File: config.mk
export PLATFORM = sky130hd
export DESIGN_NAME = addern_seq
export DESIGN_NICKNAME = d
export VERILOG_FILES = /design/src/rtl/addern_seq.sv
export SDC_FILE = /design/constraint.sdc
export NUM_CORES = 1
export LEC_CHECK = 0
export CAP_MARGIN = 20
export CORE_UTILIZATION = 45
export CTS_CLUSTER_DIAMETER = 30
export CTS_CLUSTER_SIZE = 10
export DETAILED_ROUTE_END_ITERATION = 10
export DONT_BUFFER_PORTS = 1
export PLACE_DENSITY = 0.69
export SLEW_MARGIN = 20
export SYNTH_ARGS = -nofsm -noshare
export SYNTH_HDL_FRONTEND = slang
export SYNTH_SLANG_ARGS = --single-unit
File: constraint.sdc
create_clock -name clk -period 3.06 [get_ports clk]
set_input_delay 0.612 -clock clk [delete_from_list [all_inputs] [get_ports clk]]
set_output_delay 0.612 -clock clk [all_outputs]
set_load 0.03 [all_outputs]
File: src/rtl/addern_seq.sv
// Multi-cycle N-bit adder/subtractor: W bits per clock, LSB chunk first, valid/ready on both sides.
// Define ADDERN_SEQ_OVERFLOW_EN to add the signed-overflow output.
module addern_seq #(
    parameter int N = 32,
    parameter int W = 8
) (
    input  logic         clk,
    input  logic         rst_n,
    input  logic         in_valid,
    output logic         in_ready,
    input  logic [N-1:0] a,
    input  logic [N-1:0] b,
    input  logic         c_in,
    input  logic         sub,
    output logic         out_valid,
    input  logic         out_ready,
    output logic [N-1:0] sum,
    output logic         c_out
`ifdef ADDERN_SEQ_OVERFLOW_EN
    ,
    output logic         overflow
`endif
);

    localparam int NCHUNK = N / W;
    localparam int KW     = (NCHUNK > 1) ? $clog2(NCHUNK) : 1;
    localparam logic [KW-1:0] K_LAST = KW'(NCHUNK - 1);

    generate
        if (N < 1 || W < 1 || W > N || (N % W) != 0) begin : g_bad_params
            $error("addern_seq: need 1 <= W <= N and N %% W == 0");
        end
    endgenerate

    typedef enum logic [1:0] {IDLE, BUSY, DONE} state_t;

    state_t        state_reg, state_next;
    logic [N-1:0]  a_reg, b_reg, sum_reg;
    logic          carry_reg, c_out_reg;
    logic [KW-1:0] k_reg;
    logic [W-1:0]  a_chunk, b_chunk, s_chunk;
    logic          cy;

    // b_reg already holds ~b for subtraction, so BUSY only ever adds.
    assign a_chunk = a_reg[int'(k_reg) * W +: W];
    assign b_chunk = b_reg[int'(k_reg) * W +: W];
    assign {cy, s_chunk} = {1'b0, a_chunk} + {1'b0, b_chunk} + {{W{1'b0}}, carry_reg};

    assign sum   = sum_reg;
    assign c_out = c_out_reg;

    always_ff @(posedge clk or negedge rst_n) begin
        if (!rst_n) begin
            state_reg <= IDLE;
        end else begin
            state_reg <= state_next;
        end
    end

    always_comb begin
        state_next = state_reg;
        in_ready   = 1'b0;
        out_valid  = 1'b0;
        case (state_reg)
            IDLE: begin
                in_ready = 1'b1;
                if (in_valid) begin
                    state_next = BUSY;
                end
            end
            BUSY: begin
                if (k_reg == K_LAST) begin
                    state_next = DONE;
                end
            end
            DONE: begin
                out_valid = 1'b1;
                if (out_ready) begin
                    state_next = IDLE;
                end
            end
            default: state_next = IDLE;
        endcase
    end

    always_ff @(posedge clk or negedge rst_n) begin
        if (!rst_n) begin
            a_reg     <= '0;
            b_reg     <= '0;
            sum_reg   <= '0;
            carry_reg <= 1'b0;
            c_out_reg <= 1'b0;
            k_reg     <= '0;
        end else begin
            case (state_reg)
                IDLE: begin
                    if (in_valid) begin
                        a_reg     <= a;
                        b_reg     <= sub ? ~b : b;
                        carry_reg <= sub ? 1'b1 : c_in;
                        k_reg     <= '0;
                    end
                end
                BUSY: begin
                    sum_reg[int'(k_reg) * W +: W] <= s_chunk;
                    carry_reg <= cy;
                    // Wrap k on the last chunk so the chunk select never leaves the operand.
                    if (k_reg == K_LAST) begin
                        c_out_reg <= cy;
                        k_reg     <= '0;
                    end else begin
                        k_reg <= k_reg + KW'(1);
                    end
                end
                default: ;
            endcase
        end
    end

`ifdef ADDERN_SEQ_OVERFLOW_EN
    logic msb_cin;
    logic overflow_reg;

    // Carry into the MSB recovered from the final chunk's top-bit sum.
    assign msb_cin  = a_chunk[W-1] ^ b_chunk[W-1] ^ s_chunk[W-1];
    assign overflow = overflow_reg;

    always_ff @(posedge clk or negedge rst_n) begin
        if (!rst_n) begin
            overflow_reg <= 1'b0;
        end else if (state_reg == BUSY && k_reg == K_LAST) begin
            overflow_reg <= msb_cin ^ cy;
        end
    end
`endif

endmodule
# Word level (Yosys, flattened, before mapping)

Index checks and enable logic that the tools add are counted.
W data, S select, Z words.

Add/subtract/negate cells: 4
$mul: 0
Divide/modulo/power cells: 0
Magnitude comparators: 0
Equal/unequal tests: 6
Shift operators: 4
Multiplexer cells: 14
Bitwise gates (word level): 1
Reduce and logical (&&, ||, !) cells: 6

Operators with widths:

| operator                  | number |
|---|---|
| $shiftx A32 B6 Y8         | 2 |
| $neg A5 Y33               | 1 |
| $shift A8 B33 Y32 const A | 1 |
| $shiftx A8 B33 Y32        | 1 |
| $bwmux W32                | 1 |
| $mux W32                  | 1 |
| $not A32 Y32              | 1 |
| $mux W2                   | 5 |
| $add A8 B8 Y9             | 1 |
| $add A9 B1 Y9             | 1 |
| $ne A2 B2 Y1 const B      | 3 |
| $pmux W2 S3               | 1 |
| $reduce_and A2 Y1         | 3 |
| $eq A2 B2 Y1 const B      | 2 |
| $mux W1                   | 4 |
| $pmux W2 S2               | 1 |
| $reduce_and A3 Y1         | 1 |
| $add A2 B1 Y2 const B     | 1 |
| $eq A2 B1 Y1 const B      | 1 |
| $logic_not A2 Y1          | 1 |
| $pmux W1 S2               | 1 |
| $reduce_bool A2 Y1        | 1 |

Flip-flop bits (word level): 102
Latch bits: 0
Memory bits (writable): 0
ROM bits: 0
Input bits: 70
Memories kept: 0

# Depth between registers and ports, before layout

Gate-level depths: netlist of the first run.

Word-level depth: 5
Mapped depth: 10
Depth with buffers taken out: 8

# Worst setup path after synthesis of the first run

OpenSTA, ideal clock, no wires.

Kind: register to register
From: reg k_reg[0]
To: reg sum_reg[14] (netlist: sum[14])
Library setup time: 0.121 ns
Arrival time: 3.187 ns
Data required time: 2.939 ns
Setup slack: -0.248 ns
Stages on the path, launching flop included: 9
Clock period less this slack: 3.308 ns
Cell sequence: dfrtp_1 > buf_1 > mux4_2 > fa_1 > fa_1 > a21o_1 > a221oi_1 > xnor2_1 > a22o_1

Word-level cells in the longest chain between the ends: 5
Elaborated cells between the ends (all ways): 8

RTL lines:

| element                              | line   | source |
|---|---|---|
| from (decl)                          | 40     | `logic [KW-1:0] k_reg;` |
| from (signal assigned)               | 112    | `k_reg <= k_reg + KW'(1);` |
| $shiftx A32 B6 Y8 (on tied branches) | 45, 46 |  |
| $add A8 B8 Y9                        | 47     | `assign {cy, s_chunk} = {1'b0, a_chunk} + {1'b0, b_chunk} + {{W{1'b0}}, carry_reg};` |
| $add A9 B1 Y9                        | 47     |  |
| $shiftx A8 B33 Y32                   | 105    | `sum_reg[int'(k_reg) * W +: W] <= s_chunk;` |
| $bwmux W32 *                         | 105    |  |
| to (signal, indexed assignment)      | 105    |  |
| to (decl)                            | 38     | `logic [N-1:0] a_reg, b_reg, sum_reg;` |

Every way passes the cells marked *; elsewhere a longest branch is shown, timed or not.
A chain may end at the register's enable or synchronous reset.

# Worst setup path after layout of the first run

From: reg k_reg[0]
To: reg c_out_reg (netlist: c_out)

Word-level cells in the longest chain between the ends: 3
Elaborated cells between the ends (all ways): 6

RTL lines:

| element                              | line   | source |
|---|---|---|
| $shiftx A32 B6 Y8 (on tied branches) | 45, 46 |  |
| $add A8 B8 Y9                        | 47     |  |
| $add A9 B1 Y9                        | 47     |  |
| to (signal assigned)                 | 109    | `c_out_reg <= cy;` |
| to (decl)                            | 39     | `logic carry_reg, c_out_reg;` |

Parallel ways exist; a longest one is shown, timed or not.

==> metrics list, run 1 <==
- Most common library cell in the layout ignoring fill and taps: dfrtp_1
* GR Layer Usage met1: 23.3%
- The first detailed-routing pass ran for 4 iterations.
- The signal on the critical path passes through mux4_2 > fa_1 > fa_1 > a21o_1 > a221oi_4 > o21bai_1 > a21oi_1 > a31oi_1.
- STA classifies the critical path endpoint as a register.
* Worst min-delay path category: in -> async
- Yosys printed 0 warnings.
- Synthesis inferred 102 register bits.
- Following the worst setup path forward leads to its endpoint at c_out.
- Total buffers and inverters traversed by the critical path: 0
- Netlist Area Pre-Place: 0.00484 sq mm
* Post-synthesis cell count: 369
- Fmax: 344 MHz
- Summed over all layers, the global routing overflow is 0.
* Worst setup SP type: register
- Slowest stage cell on the critical path: mux4_2
- Antenna violations before repair: 0
- Post-Syn Nets: 454
* Fin crit period: 2.90 ns
* Count of distinct cell types in the synthesized netlist: 33
* Instance count on the critical path: 8
* Fraction of final layout cells with drive strength greater than 1: 21.2%
- The core region is 0.0104 sq mm.
* Maximum cell stage delay along the critical path: 0.54 ns
- Status: finished clean
- The endpoint identified for the worst register-to-register timing path is c_out.
- Initial Util: 46.7%
- Once detailed placement completed, the half-perimeter wirelength came to 7.30 mm.
- Critical path start-end classification: reg -> reg
- Crit Path Max Fanout: 4
* Total Negative Setup Slacks: 0 ns
* Final hold violations: 0
* Part of the Yosys area used for sequential elements: 52.7%
- The number of antenna diodes in the final layout is 0.
- Ratio of final minimum period to clock period: 94.9%
- Setup repair after global routing missed its margin: no
- Launching element of the worst setup path: k_reg[0]
* Die height: 106 um
- Layer carrying the most global-route usage: met2
- Via count: 2866
* Final count of pins violating max slew: 0
- The detailed router finished its first iteration with 141 violations.
- The die covers 0.0112 sq mm.
- Layout-stage area growth over the synthesis result: 7.60%
- A synthesized cell averages 13.1 sq um.
* Clk pin slew, worst setup/hold paths: 0.10 ns
- Clock tree from TritonCTS: done
- Placement row count: 37
- Maximum number of pins on one net before global-route repair: 103
- Detailed-route wire length per cell: 19.8 um
- For this design the top-level I/O count stands at 105.
* Clock Skews: 0.0110 ns
- Vias in the first global route: 2969
- CTS Root Buffer Type: clkbuf_8
- Endpoint required time on the critical path: 3.31 ns
- Final antenna-violating net count: 0
- Clk buf depth: 2
- In this run, CTS created clock tree buffers numbering 9.
- Library cell appearing most often on the critical path: fa_1
- Setup violations remaining at the end of the flow were counted as 0.
- Routing usage on met3: 5.88%
- Total placed instance area: 0.00498 sq mm
* Vias per Instance: 5.64
- Worst-case headroom to the max-slew limit: 57.3%
* Startpoint of the worst register-to-register path: k_reg[0]
- In this run the number of H-tree levels came out at 3.
* Depth of the worst register-to-register path: 8
- After routing the design area is 0.00521 sq mm.
- Pin slew with the least headroom to its limit: 0.639 ns
* Clock Latency Late Sink: 0.38 ns
* R2R Setup Slk: 0.16 ns
* Count of input and output buffers: 0
- GR Layer Usage met2: 31.2%
* Max-cap violation count: 0
- For this run, design rule violations remaining after detail routing come to 0.
- In the final design database the tool counted 452 nets.
- Routed Wire Length: 10.1 mm
* Commonest cells after routing, fill and taps aside: dfrtp_1, a21oi_1, nor2_1
* Data arrival, critical path: 3.16 ns
- Total number of clock tree sinks: 102
- Final weighted congestion in routability-driven placement: 0.833
* Cell family with the largest share of critical-path delay: compound AO/OA/AOI/OAI gates
- End-of-flow core utilization: 50.2%
- First-pass GRT wire length: 15.9 mm
- Across every metal layer, demand over resource in global routing totals 18.9%.
* Horiz. Die Dim: 106 um
-- kinds of logic after synthesis --
| kind of cell | count (synthesis) | synth area share [%] |
|---|---|---|
| multiplexers | 49 | 15.1 |
| XOR/XNOR | 37 | 6.70 |
| AND/OR/NAND/NOR | 53 | 6.57 |
| AO/OA/AOI/OAI | 87 | 12.3 |
| adder cells (fa/ha/maj) | 15 | 4.19 |
| buffers and inverters | 26 | 2.40 |
| flip-flops | 102 | 52.7 |
-- Yosys cell counts --
cell      count  area, sq um
ha_1         13          163
inv_1         6         22.5
a221oi_1      1         8.76
o21bai_1      3         22.5
and2b_1       1         7.51
nor3b_1       1         7.51
clkbuf_1      6         22.5
dfrtp_1     102         2550
mux2_2       32          360
buf_2         9         45.0
xor2_1        2         17.5
nand4b_1      1         8.76
nand3_1       1         5.00
a211oi_1      1         7.51
nor4b_4       3         71.3
a21o_1        3         22.5
buf_6         1         11.3
xnor2_1      35          307
buf_1         4         15.0
and3_1        1         6.26
nor2_1       38          143
nor4_4        1         21.3
mux4_2       16          360
a22o_1       35          307
nand2_4       3         33.8
nand2_1       2         7.51
mux2i_1       1         10.0
o21ai_0       1         5.00
fa_1          2         40.0
a31oi_1       2         12.5
nor2b_1       1         6.26
o211ai_1      2         15.0
a21oi_1      39          195
-- per-layer routing --
layer / vias to the layer above / share of wire, %
met4: 0 / 1.4
met2: 89 / 50
met5: - / 0
met3: 12 / 7.1
met1: 1434 / 42
li1: 1331 / -
-- repair_timing --
item / 4_1_cts / 5_1_grt
setup buffers: 0 / 0
setup endpoints to repair: 1 / 1
hold endpoints to repair: 102 / 0
hold buffers: 1 / 0
resized for setup: 1 / 1
-- metrics by stage --
step	worst slack (ns)	cells	hold slack, ns
2_1_floorplan	0.0781	369	0.316
3_3_place_gp	0.0574	491	0.319
3_5_place_dp	0.0159	491	0.318
4_1_cts	0.139	508	0.169
5_1_grt	0.00662	508	0.167
6_report	0.156	508	0.110
-- how the worst min path moves through the flow --
stage | startpoint | to | slack [ns] | cells after the start
after global placement | rst_n | sum[9] | 0.32 | 0
final | rst_n | sum[11] | 0.11 | 1
after global routing | rst_n | sum[9] | 0.17 | 1
after CTS | rst_n | sum[9] | 0.17 | 1
after floorplan | rst_n | a_reg[0] | 0.32 | 0
after detailed placement | rst_n | sum[9] | 0.32 | 0
-- area by class of cell --
| class | count | area [sq um] |
|---|---|---|
| Clock inverter | 5 | 42.5 |
| Clock buffer | 11 | 141 |
| Tap cell | 136 | 170 |
| Timing Repair Buffer | 7 | 85.1 |
| Sequential cell | 102 | 2550 |
| Inverter | 6 | 22.5 |
| Fill cell | 930 | 5160 |
| Multi-Input combinational cell | 241 | 2190 |
Power of run 1 is not shown: default switching activity piles up to over one toggle a cycle in this logic, so the estimate is an artifact.
==> inputs of run 2 (changes only) <==
--- a/config.mk
+++ b/config.mk
@@ -6,12 +6,15 @@
 export NUM_CORES = 1
 export LEC_CHECK = 0
 export CAP_MARGIN = 20
+export CELL_PAD_IN_SITES_DETAIL_PLACEMENT = 1
+export CELL_PAD_IN_SITES_GLOBAL_PLACEMENT = 1
 export CORE_UTILIZATION = 45
 export CTS_CLUSTER_DIAMETER = 30
 export CTS_CLUSTER_SIZE = 10
 export DETAILED_ROUTE_END_ITERATION = 10
 export DONT_BUFFER_PORTS = 1
-export PLACE_DENSITY = 0.69
+export PLACE_DENSITY = 0.81
+export SETUP_SLACK_MARGIN = 0.4
 export SLEW_MARGIN = 20
 export SYNTH_ARGS = -nofsm -noshare
 export SYNTH_HDL_FRONTEND = slang
==> run 2 against run 1 <==
Compared with the run above:
- the run now ends with negative hold slack left
- critical path depth unchanged
- largest cell class unchanged
- hold slack got worse by 0.19 ns
- via count increased by 4.0%
- global-route usage increased by 2.5 points
- design area is 2.2% higher
- flip-flop and latch count stayed put
- clock skew is 0.0018 ns higher
- core utilization grew 1.1 points
- setup slack better by 0.17 ns
- critical path type unchanged
- final cell count up 0.39%
- sequential share of layout area is 1.0 points lower
- non-clock buffer count is 4 higher
==> metrics list, run 2 (synthesis results as in run 1) <==
- The flow ran to the end, but the final reports show violations.
- The final reports fail on negative hold slack.
- TritonCTS created 9 clock buffers.
- Fmax: 366 MHz
- Total number of clock tree sinks: 102
- Leaving out fill and tap cells, the most frequent cell in the layout is dfrtp_1.
- Post-detailed-placement half-perimeter wirelength: 8.03 mm
- Routed Wire Length: 11.4 mm
* Clock Latency Late Sink: 0.37 ns
* Ratio of final minimum period to clock period: 89.3%
- Global routing used 21.4% of the available tracks across all layers.
- R2R Setup Slk: 0.33 ns
* Final weighted congestion in routability-driven placement: 0.776
- Die height: 106 um
- The number of failing hold endpoints at the final stage came to 102.
- Total Negative Setup Slacks: 0 ns
- The floorplan step defined a die boundary enclosing 0.0112 sq mm.
- Commonest cells after routing, fill and taps aside: dfrtp_1, nor2_1, a21oi_1
- Data on the critical path is required at its endpoint by 3.32 ns.
- Via count: 2982
* Clk buf depth: 2
- The total area inside the core boundary comes to 0.0104 sq mm.
- The first global-routing pass estimated 18.1 mm of wire.
- Horiz. Die Dim: 106 um
- Violation count after the first detailed-routing iteration: 115
- Setup repair after global routing missed its margin: yes
* Antenna violations before repair: 0
- Worst-case headroom to the max-slew limit: 57.4%
- The initial utilization of the core area, before any placement, comes to 46.7%.
- TritonCTS built the clock tree.
- Maximum number of pins on one net before global-route repair: 103
- In this run the worst path has a maximum fanout of 4.
* Area of all placed cells without fillers: 0.00532 sq mm
- After clock tree synthesis, the clock-pin slew on the worst setup and hold paths is 0.10 ns.
* Layout-stage area growth over the synthesis result: 10.0%
- DR pass1 iterations: 4
* Final count of pins violating max slew: 0
* Finish-stage setup viols: 0
* Worst setup SP type: register
- Max-cap violation count: 0
- Following the worst setup path forward leads to its endpoint at sum[30].
* Final antenna-violating net count: 0
- After detailed routing, the average wire length per cell comes to 22.4 um.
* Clock Skews: 0.0128 ns
- In this run the core area contains 37 standard-cell rows.
- Worst hold slack across all endpoints: -0.0757 ns
- The H-tree was split into 3 levels.
- The post-route netlist has 25.4% of its cells at a drive strength greater than 1.
- Measured in cells, the most critical reg-to-reg path has a length of 8.
- RR Endpoint: sum[30]
* Launching element of the worst setup path: k_reg[0]
- Fin crit period: 2.73 ns
- Worst min-delay path category: in -> async
* Startpoint of the worst register-to-register path: k_reg[0]
- For this run the aggregate overflow at the end of global routing stands at 0.
- The placed instances occupy a cell area of 0.00498 sq mm.
- Count of input and output buffers: 0
- Critical path start-end classification: reg -> reg
* Vias per Instance: 5.85
- Data arrival, critical path: 2.99 ns
- The number of global-route vias before repair came to 3235.
* Count of fill cells added during filler insertion: 1061
- For this run, design rule violations remaining after detail routing come to 0.
- Kind of capture point of the worst setup path: register
- In this run the clock root is driven by a clkbuf_8.
- During I/O placement, the number of pins put on the boundary was 105.
- Antenna diodes: 0
- Pin slew with the least headroom to its limit: 0.638 ns
* Total number of nets in the final design: 456
[run 2: cell types whose count changed in the layout (fill, tap and decap cells not counted), moves of 2 or more]
cell	change
fa_2	+2
clkinv_4	-2
xnor2_1	-2
fa_1	-2
ha_4	+2
ha_2	+2
ha_1	-4
buf_4	+2
[run 2: cell type report]
class / count / area, sq um / share of cell area (%)
inverters: 6 / 22.5 / 0.423
clock inverters: 5 / 60.1 / 1.13
flip-flops and latches: 102 / 2550 / 48.0
multi-input cells: 241 / 2270 / 42.7
repair buffers: 11 / 119 / 2.23
well taps: 136 / 170 / 3.20
clock buffers: 9 / 124 / 2.33
[run 2: critical path, cell delays in order (launching register included)]
cell,delay [ns]
dfrtp_2,0.41
mux4_2,0.53
fa_2,0.39
fa_2,0.35
a21o_1,0.20
a221oi_4,0.29
buf_6,0.16
xnor2_4,0.07
a22o_1,0.21
[run 2: metal layers]
metal	share of wire [%]	up-vias	track usage, %
li1	-	1335	-
met1	41	1548	26.0
met2	52	82	37.1
met3	5.3	17	5.13
met4	1.8	0	7.24
met5	0	-	0
[run 2: what timing repair did]
action	in CTS	in global routing
buffers inserted	5	1
resized for setup	9	10
pin swaps	5	2
cloned	0	0
hold endpoints to repair	102	102
endpoints found under the setup margin	18	18
[run 2: stage by stage]
step / utilization, % / hold slack (ns) / worst slack [ns] / cells
after global routing: 51.3 / -0.0957 / 0.210 / 510
after detailed placement: 48.0 / 0.318 / 0.226 / 490
after floorplan: - / 0.316 / 0.296 / 369
after global placement: 48.0 / 0.318 / 0.317 / 490
after CTS: 50.6 / -0.0985 / 0.324 / 509
final: 51.3 / -0.0757 / 0.328 / 510
[run 2: how the worst min path moves through the flow]
| stage | endpoint | startpoint | slack [ns] |
|---|---|---|---|
| 2_1_floorplan | a_reg[0] | rst_n | 0.32 |
| 3_3_place_gp | sum[12] | rst_n | 0.32 |
| 3_5_place_dp | sum[12] | rst_n | 0.32 |
| 4_1_cts | sum[20] | rst_n | -0.1 |
| 5_1_grt | sum[16] | rst_n | -0.1 |
| 6_report | sum[20] | rst_n | -0.08 |
Power of run 2 is left out for the same reason.
==> inputs of run 3 (changes only) <==
--- a/config.mk
+++ b/config.mk
@@ -8,12 +8,12 @@
 export CAP_MARGIN = 20
 export CELL_PAD_IN_SITES_DETAIL_PLACEMENT = 1
 export CELL_PAD_IN_SITES_GLOBAL_PLACEMENT = 1
-export CORE_UTILIZATION = 45
+export CORE_UTILIZATION = 35
 export CTS_CLUSTER_DIAMETER = 30
 export CTS_CLUSTER_SIZE = 10
 export DETAILED_ROUTE_END_ITERATION = 10
 export DONT_BUFFER_PORTS = 1
-export PLACE_DENSITY = 0.81
+export PLACE_DENSITY = 0.67
 export SETUP_SLACK_MARGIN = 0.4
 export SLEW_MARGIN = 20
 export SYNTH_ARGS = -nofsm -noshare
==> run 3 against run 2 <==
Compared with the run above:
- the run still ends with negative hold slack left
- design area up 3.9%
- core utilization down 9.9 points
- setup slack worse by 0.072 ns
- critical endpoint is now sum[7]
- flip-flop and latch count did not move
- count of clock-buffer cells in the layout grew 1
- critical path depth grew 1
- via count increased by 0.87%
- register-to-register slack got worse by 0.07 ns
- highest routed layer unchanged
- global-route usage is 3.9 points lower
==> metrics list, run 3 (synthesis results as in run 1) <==
* Final hold violations: 102
- The repair_antennas step left the layout with diodes totalling 0.
- Clock Latency Late Sink: 0.35 ns
- Initial Util: 36.3%
* Max-cap violation count: 0
- Data arrival, critical path: 3.08 ns
- Worst setup SP type: register
- Die area: 0.0143 sq mm
- The number of clock buffers added by TritonCTS is 9.
- Clock Skews: 0.00852 ns
- Clk buf depth: 2
- The count of nets left with antenna violations once routing finished came out at 0.
- In this run the worst path has a maximum fanout of 13.
* Fmax: 357 MHz
* Worst hold slack across all endpoints: -0.0439 ns
* Violation count after the first detailed-routing iteration: 103
- Maximum number of pins on one net before global-route repair: 103
* Placement row count: 42
* DRC violations left: 0
- The worst setup path is captured at a register.
- Input and output buffers added on the ports amount to 0.
- Worst min-delay path category: in -> async
- CTS Root Buffer Type: clkbuf_16
- Clock tree from TritonCTS: done
- Die height: 120 um
- Worst-case headroom to the max-slew limit: 53.5%
- The core region is 0.0133 sq mm.
- Number of top-level pins: 105
- Endpoint required time on the critical path: 3.33 ns
* PnR worst setup slack: 0.256 ns
- Maximum cell stage delay along the critical path: 0.58 ns
- Before CTS, the worst setup slack after placement is 0.254 ns.
- DR pass1 iterations: 6
* Total Negative Setup Slacks: 0 ns
* Commonest cells after routing, fill and taps aside: dfrtp_1, nor2_1, a21oi_1
- Cells with a size suffix above 1 make up 24.9% of the layout.
- Total number of clock tree sinks: 102
* Finish-stage setup viols: 0
- Status: finished with violations
- Setup repair after global routing could not meet its margin everywhere.
- Ratio of final minimum period to clock period: 91.6%
- Horiz. Die Dim: 120 um
* Number of H-tree levels: 3
- Leaving out fill and tap cells, the most frequent cell in the layout is dfrtp_1.
* All-layer global routing usage: 17.5%
- The worst setup path is of the reg -> reg kind.
- Via count: 3008
- At the pin with the least slew margin, the transition time is 0.696 ns.
* Detailed-route wire length per cell: 21.8 um
* Final count of pins violating max slew: 0
- Vias per Instance: 5.48
- Antenna violations before repair: 0
- First-pass GRT wire length: 18.9 mm
- The number of global-route vias before repair was 3307.
* GRT Residual Overflow: 0
- Final weighted congestion in routability-driven placement: 0.825
- Fin crit period: 2.80 ns
- Depth of the worst register-to-register path: 9
- From synthesis to final layout, the design area changed by 14.3%.
- Slowest stage cell on the critical path: mux4_2
* Total number of nets in the final design: 454
- Routed Wire Length: 12.0 mm
- The checks that failed: negative hold slack.
* CP cell instances: buf_12 > buf_12 > mux4_2 > ha_4 > o211ai_1 > o21bai_2 > nand4b_1 > o211ai_1 > a22o_1
- Post-detailed-placement half-perimeter wirelength: 8.21 mm
- Clock-pin slew was measured on the worst setup and hold paths at 0.07 ns.
- Count of fill cells added during filler insertion: 1401
[run 3: changes by cell type in the layout (fill, tap and decap cells not counted), sizes merged]
cell / delta
buf: -2
bufinv: +2
inv: -2
clkbuf: +1
clkinv: +1
clkinvlp: -1
[run 3: per-layer routing]
layer  global-route usage [%]  vias to the layer above  part of all wire [%]
met1                     21.8                     1574                    42
met3                     4.85                       17                   5.8
li1                         -                     1334                     -
met2                     29.3                       83                    51
met5                        0                        -                     0
met4                     5.55                        0                   1.9
[run 3: worst paths after layout]
check / startpoint / endpoint / slack, ns
min in group clk: a[24] / a_reg[24] / 0.41
max: k_reg[0] / sum[7] / 0.26
min reg2reg: a_reg[12] / a_reg[12] / 0.50
min: rst_n / sum[9] / -0.04
max reg2reg: k_reg[0] / sum[7] / 0.26
max in group asynchronous: rst_n / b_reg[26] / 2.96
[run 3: per-stage QoR]
stage | util [%] | hold WS (ns) | instances | instance area [sq um]
2_1_floorplan | - | 0.316 | 369 | 4860
3_3_place_gp | 37.7 | 0.319 | 530 | 5030
3_5_place_dp | 37.7 | 0.318 | 530 | 5030
4_1_cts | 40.7 | -0.0544 | 547 | 5440
5_1_grt | 41.5 | -0.0593 | 549 | 5530
6_report | 41.5 | -0.0439 | 549 | 5530
[run 3: area by class of cell]
type	count	area [sq um]	area share, %
inverters	6	22.5	0.407
clock buffers	10	239	4.32
clock inverters	5	108	1.94
repair buffers	9	121	2.19
multi-input cells	241	2270	41.0
flip-flops and latches	102	2550	46.1
well taps	176	220	3.98
[run 3: critical path, delay by kind of cell, from the launching register on]
| kind | cells | cell delay (ns) |
|---|---|---|
| adders and majority gates | 1 | 0.33 |
| DFF | 1 | 0.42 |
| and+or+nand+nor | 1 | 0.21 |
| buffers and inverters | 2 | 0.27 |
| muxes | 1 | 0.58 |
| AOI/OAI and AO/OA | 4 | 0.88 |
[run 3: what timing repair did]
action | CTS | global route
gates resized for setup | 8 | 12
buffers inserted | 2 | 2
endpoints found under the hold margin | 102 | 102
pin swaps | 4 | 6
setup endpoints to repair | 18 | 19
Power of run 3 is left out for the same reason.
